**config.mk**
```make
export PLATFORM = sky130hd
export DESIGN_NAME = uart_mmio_fifo
export DESIGN_NICKNAME = d
export VERILOG_FILES = /design/src/rtl/uart_mmio_fifo.sv
export SDC_FILE = /design/constraint.sdc
export NUM_CORES = 1
export LEC_CHECK = 0
export BUFFER_PORTS_ARGS = -buffer_cell sky130_fd_sc_hd__clkbuf_2
export CAP_MARGIN = 30
export CORE_MARGIN = 4
export CORE_UTILIZATION = 40
export CTS_BUF_LIST = sky130_fd_sc_hd__clkbuf_2 sky130_fd_sc_hd__clkbuf_4 sky130_fd_sc_hd__clkbuf_8
export CTS_CLUSTER_SIZE = 12
export DETAILED_ROUTE_END_ITERATION = 8
export GPL_ROUTABILITY_DRIVEN = 0
export SETUP_SLACK_MARGIN = 0.15
export SLEW_MARGIN = 20
export SYNTH_ARGS = -nofsm -noshare
export SYNTH_HDL_FRONTEND = slang
export SYNTH_SLANG_ARGS = --single-unit
```
**constraint.sdc**
```tcl
create_clock -name clk -period 8.25 [get_ports clk]
set_input_delay 1.65 -clock clk [delete_from_list [all_inputs] [get_ports clk]]
set_output_delay 1.65 -clock clk [all_outputs]
set_load 0.01 [all_outputs]
```
**src/rtl/uart_mmio_fifo.sv**
```systemverilog
// Memory-mapped UART buffer: a TX FIFO drained by a UART transmitter and an RX FIFO
// filled by a UART receiver, both exposed to the CPU through a 6-word register window.
//
// Ports:
//   clk, rst           - system clock, synchronous active-high reset
//   addr, wd, we, re   - CPU byte address, store data, store strobe, load strobe
//   rdata              - CPU load data, combinational from current state
//   uart_tx_data/valid - byte at TX FIFO head and its valid flag
//   uart_tx_ready      - transmitter accepts the head byte this edge
//   uart_rx_data/valid - received byte and its single-cycle strobe
//   irq                - registered interrupt request
//
// Register map (offsets from BASE_ADDR, decoded on word address):
//   0x00 tx_not_full   0x04 rx_not_empty   0x08 TX data (write)
//   0x0C RX data (read pops)   0x10 STATUS (W1C ovf bits)   0x14 IRQ_EN
module uart_mmio_fifo #(
  parameter logic [31:0] BASE_ADDR = 32'h8000_0000,
  parameter int unsigned TX_DEPTH  = 8,
  parameter int unsigned RX_DEPTH  = 8
) (
  input  logic        clk,
  input  logic        rst,
  input  logic [31:0] addr,
  input  logic [31:0] wd,
  input  logic        we,
  input  logic        re,
  output logic [31:0] rdata,
  output logic [7:0]  uart_tx_data,
  output logic        uart_tx_valid,
  input  logic        uart_tx_ready,
  input  logic [7:0]  uart_rx_data,
  input  logic        uart_rx_valid,
  output logic        irq
);

  localparam int unsigned TxPtrW = $clog2(TX_DEPTH);
  localparam int unsigned TxCntW = TxPtrW + 1;
  localparam int unsigned RxPtrW = $clog2(RX_DEPTH);
  localparam int unsigned RxCntW = RxPtrW + 1;

  // Address decode
  logic [31:0] off;
  logic        in_win;
  logic [2:0]  word;
  logic        sel_txd, sel_rxd, sel_status, sel_irqen;

  assign off        = addr - BASE_ADDR;
  assign in_win     = (off < 32'd24);
  assign word       = off[4:2];
  assign sel_txd    = in_win && (word == 3'd2);
  assign sel_rxd    = in_win && (word == 3'd3);
  assign sel_status = in_win && (word == 3'd4);
  assign sel_irqen  = in_win && (word == 3'd5);

  // State
  logic [7:0]        tx_mem [TX_DEPTH];
  logic [7:0]        rx_mem [RX_DEPTH];
  logic [TxPtrW-1:0] tx_wptr_q, tx_wptr_d, tx_rptr_q, tx_rptr_d;
  logic [TxCntW-1:0] tx_cnt_q, tx_cnt_d;
  logic [RxPtrW-1:0] rx_wptr_q, rx_wptr_d, rx_rptr_q, rx_rptr_d;
  logic [RxCntW-1:0] rx_cnt_q, rx_cnt_d;
  logic              rx_ovf_q, rx_ovf_d, tx_ovf_q, tx_ovf_d;
  logic [1:0]        irq_en_q, irq_en_d;
  logic              irq_q, irq_d;

  logic tx_full, tx_empty, rx_full, rx_empty;
  logic tx_push_req, tx_push, tx_pop;
  logic rx_push, rx_pop, rx_drop;
  logic clr_rx_ovf, clr_tx_ovf;

  assign tx_full  = (tx_cnt_q == TxCntW'(TX_DEPTH));
  assign tx_empty = (tx_cnt_q == '0);
  assign rx_full  = (rx_cnt_q == RxCntW'(RX_DEPTH));
  assign rx_empty = (rx_cnt_q == '0);

  // Full is sampled before any same-edge pop, so a push into a full TX FIFO is always dropped.
  assign tx_push_req = we && sel_txd;
  assign tx_push     = tx_push_req && !tx_full;
  assign tx_pop      = uart_tx_valid && uart_tx_ready;

  // A same-edge CPU pop frees a slot, so a receive into a full RX FIFO is still accepted.
  assign rx_pop  = re && sel_rxd && !rx_empty;
  assign rx_push = uart_rx_valid && (!rx_full || rx_pop);
  assign rx_drop = uart_rx_valid && rx_full && !rx_pop;

  assign clr_rx_ovf = we && sel_status && wd[0];
  assign clr_tx_ovf = we && sel_status && wd[1];

  always_comb begin
    tx_wptr_d = tx_wptr_q + TxPtrW'(tx_push);
    tx_rptr_d = tx_rptr_q + TxPtrW'(tx_pop);
    tx_cnt_d  = tx_cnt_q + TxCntW'(tx_push) - TxCntW'(tx_pop);
    rx_wptr_d = rx_wptr_q + RxPtrW'(rx_push);
    rx_rptr_d = rx_rptr_q + RxPtrW'(rx_pop);
    rx_cnt_d  = rx_cnt_q + RxCntW'(rx_push) - RxCntW'(rx_pop);
    // Set wins over a same-edge clear.
    rx_ovf_d  = (rx_ovf_q && !clr_rx_ovf) || rx_drop;
    tx_ovf_d  = (tx_ovf_q && !clr_tx_ovf) || (tx_push_req && tx_full);
    irq_en_d  = (we && sel_irqen) ? wd[1:0] : irq_en_q;
    irq_d     = (irq_en_q[0] && !rx_empty) || (irq_en_q[1] && tx_empty) || rx_ovf_q || tx_ovf_q;
  end

  always_ff @(posedge clk) begin
    if (rst) begin
      tx_wptr_q <= '0;
      tx_rptr_q <= '0;
      tx_cnt_q  <= '0;
      rx_wptr_q <= '0;
      rx_rptr_q <= '0;
      rx_cnt_q  <= '0;
      rx_ovf_q  <= 1'b0;
      tx_ovf_q  <= 1'b0;
      irq_en_q  <= 2'b00;
      irq_q     <= 1'b0;
    end else begin
      tx_wptr_q <= tx_wptr_d;
      tx_rptr_q <= tx_rptr_d;
      tx_cnt_q  <= tx_cnt_d;
      rx_wptr_q <= rx_wptr_d;
      rx_rptr_q <= rx_rptr_d;
      rx_cnt_q  <= rx_cnt_d;
      rx_ovf_q  <= rx_ovf_d;
      tx_ovf_q  <= tx_ovf_d;
      irq_en_q  <= irq_en_d;
      irq_q     <= irq_d;
    end
  end

  // Storage is not reset; pointers and counts alone define the FIFO contents.
  always_ff @(posedge clk) begin
    if (tx_push) tx_mem[tx_wptr_q] <= wd[7:0];
    if (rx_push) rx_mem[rx_wptr_q] <= uart_rx_data;
  end

  // Outputs
  assign uart_tx_valid = !tx_empty && !rst;
  assign uart_tx_data  = tx_mem[tx_rptr_q];
  assign irq           = irq_q;

  logic [7:0] tx_cnt8, rx_cnt8;
  assign tx_cnt8 = 8'(tx_cnt_q);
  assign rx_cnt8 = 8'(rx_cnt_q);

  always_comb begin
    rdata = '0;
    if (in_win) begin
      case (word)
        3'd0: rdata[0] = !tx_full;
        3'd1: rdata[0] = !rx_empty;
        3'd3: rdata[7:0] = rx_empty ? 8'h00 : rx_mem[rx_rptr_q];
        3'd4: rdata = {8'b0, tx_cnt8, rx_cnt8, 6'b0, tx_ovf_q, rx_ovf_q};
        3'd5: rdata[1:0] = irq_en_q;
        default: rdata = '0;
      endcase
    end
  end

  logic unused;
  assign unused = ^{wd[31:8], off[1:0]};

endmodule

```
==> run_results.csv <==
group,metric,value,unit
outcome,status,"complete, no violations",
logic_synthesis,netlist_instances,404,
power,leakagePower,2.69,nW
clock_network,tritoncts,"done",
critical_path,r2r-start,"tx_cnt_q[2]$_SDFF_PP0_",
layout,area_delta_synth_final,16.0,%
clock_network,clockRootBuffer,"clkbuf_8",
timing,max_freq,199,MHz
logic_synthesis,synth_top_area_share,57.7,%
timing,fin_skew,0.0120,ns
clock_network,insertion_delay,0.44,ns
critical_path,end_kind,"output port",
clock_network,post_cts_buffers,0,
die,start_util,41.3,%
clock_network,htreeDepth,4,
routing,first_pass_iters,4,
timing,hold_viol,0,
grt,grt_pass1_vias,3836,
power,vdd_drop_max,0.144,mV
routing,wl,12.7,mm
clock_network,clkTransAtPathRegs,0.07,ns
timing,min_period,5.02,ns
logic_synthesis,synth_area_leaders,"edfxtp_1 58%, mux4_2 11%, dfxtp_1 7.5%, ha_1 3.6%, mux2i_1 2.0%",
timing,rsz0062_at_grt,"false",
die,die_width,137,µm
layout,final_nets,597,
routing,wl_per_cell,17.4,µm
critical_path,startpoint,"addr[11]",
logic_synthesis,ys_types,45,
die,coreArea,0.0161,mm²
logic_synthesis,synth-seq-cells,153,
flow_run,maxCapViolCount,0,
critical_path,crit_path_start_kind,"primary input",
grt,grtUsageTotal,14.4,%
logic_synthesis,ys_seq_area_share,65.3,%
routing,vias_per_cell,4.97,
logic_synthesis,synth_area,0.00666,mm²
placed_design,detailedPlace.worstSlack,2.88,ns
layout,mostFrequentLayoutCell,"edfxtp_1",
layout,final_cell_mix,"128 x edfxtp_1, 77 x clkbuf_2, 32 x mux4_2",
timing,tightest_slew,0.904,ns
die,dieArea,0.0188,mm²
grt,antenna_found_initial,0,
layout,drive_gt1_share,34.4,%
critical_path,path_class,"in2out",
grt,grt.overflow.total,0,
routing,drt_iter0_drc,218,
critical_path,cp_max_fo,10,
layout,final_area,0.00772,mm²
logic_synthesis,avgSynthCellArea,16.5,µm²
critical_path,cp.required,6.60,ns
power,finalPower,1.68,mW
logic_synthesis,yosys_warnings,0,
clock_network,postCtsResizedCells,0,
placed_design,io_buffers,77,
power,powerDensity,218,mW/mm²
routing,postRouteAntennaNets,0,
placed_design,placed_area,0.00731,mm²
hold_path,hold_class,"reg2reg",
placed_design,hpwl,8.51,mm
clock_network,clk_path_buf_depth,2,
timing,setup_ws,3.23,ns
clock_network,cts_buffers,17,
grt,grt_pass1_wl,20.0,mm
timing,setup_tns,0,ns
critical_path,cp_data_arrival_time,3.37,ns
timing,max_slew_margin,39.4,%
timing,maxSlewViolCount,0,
die,num_rows,46,
timing,hold_slack,0.497,ns
routing,vias,3612,
die,die_y,137,µm
timing,fin_crit_sh,60.8,%
logic_synthesis,synth_top_area_cell,"edfxtp_1",
routing,route.detailed.drc,0,
die,io_pins,120,
clock_network,holdBufCountCts,0,
layout,diodes,0,
clock_network,cts_sinks,153,
timing,setup_viol_count_final,0,
hold_path,hold_start,"irq_en_q[1]$_SDFFE_PP0P_",
grt,grt_max_degree,26,
-- power by group --
group          internal, mW  switching (mW)  total, mW
combinational         0.105           0.115      0.220
sequential            0.869          0.0182      0.887
clock                 0.299           0.277      0.575
total                  1.27           0.410       1.68
-- worst max-delay path, cell delays in order --
cell      delay [ns]
clkbuf_2        0.08
nor4_1          0.33
nand4_2         0.32
nor4_2          0.63
and2_1          0.22
clkbuf_2        0.13
-- cell families after synthesis --
logic type / share of synthesized area (%)
flip-flops: 65.3
multiplexers: 14.1
other: 0.0563
XOR/XNOR: 1.05
buffers and inverters: 3.70
AND/OR/NAND/NOR: 9.87
AO/OA/AOI/OAI: 1.75
adder cells (fa/ha/maj): 4.17
-- registers in the layout, indices dropped and copies added (netlist names) --
register	count
rx_cnt_q	4
rx_ovf_q	1
irq	1
tx_mem	64
tx_ovf_q	1
irq_en_q	2
rx_rptr_q	3
rx_mem	64
tx_rptr_q	3
tx_wptr_q	3
tx_cnt_q	4
rx_wptr_q	3
-- through the flow --
| stage | instances | util, % |
|---|---|---|
| after floorplan | 419 | - |
| after global placement | 695 | 45.3 |
| after detailed placement | 695 | 45.4 |
| after CTS | 727 | 47.9 |
| after global routing | 727 | 47.9 |
| final | 727 | 47.9 |
-- routing by layer --
layer | vias up | wire length, µm | global-route usage (%)
li1 | 1714 | - | -
met1 | 1799 | 4950 | 15.9
met2 | 84 | 6970 | 26.7
met3 | 15 | 585 | 3.97
met4 | 0 | 169 | 4.88
met5 | - | 0 | 0
-- worst paths after layout --
kind	endpoint	slack [ns]	cells after the start
setup / recovery	rdata[10]	3.23	6
hold / removal	irq_en_q[1]$_SDFFE_PP0P_	0.50	2
setup reg to reg	tx_cnt_q[2]$_SDFF_PP0_	5.40	12
hold reg to reg	irq_en_q[1]$_SDFFE_PP0P_	0.50	2
-- synth_stat cells --
master and instances:
clkbuf_1 10, buf_4 17, o41a_1 1, nor4_2 2, o41ai_1 1, buf_2 5
mux2i_1 13, o22ai_1 1, o2bb2ai_1 1, nand3b_1 1, nand2_1 17, nand2b_1 5
ha_1 19, nor3b_1 3, a21o_1 2, or3b_2 1, conb_1 1, edfxtp_1 128
o2111a_1 1, nand4_1 1, nor3_1 12, nor4b_2 2, dfxtp_1 25, fa_1 2
o311ai_0 1, o21ai_0 1, or3_1 1, and3b_1 1, nand4_2 1, and2_1 12
o31ai_1 1, a21oi_1 5, nor4_4 3, inv_1 15, xor2_1 2, nor2_1 22
a32oi_1 1, mux4_2 32, or4b_1 1, xnor2_1 6, mux2_2 8, nand4b_1 1
nor4_1 8, nand4_4 1, nor2b_1 10
-- area by class of cell --
| type | count | area [µm²] |
|---|---|---|
| well taps | 216 | 270 |
| flip-flops and latches | 153 | 4340 |
| multi-input cells | 219 | 2150 |
| inverters | 15 | 56.3 |
| clock buffers | 17 | 234 |
| clock inverters | 15 | 174 |
| repair buffers | 92 | 498 |
| fillers | 1432 | 8390 |
(Power assumes the default switching activity.)
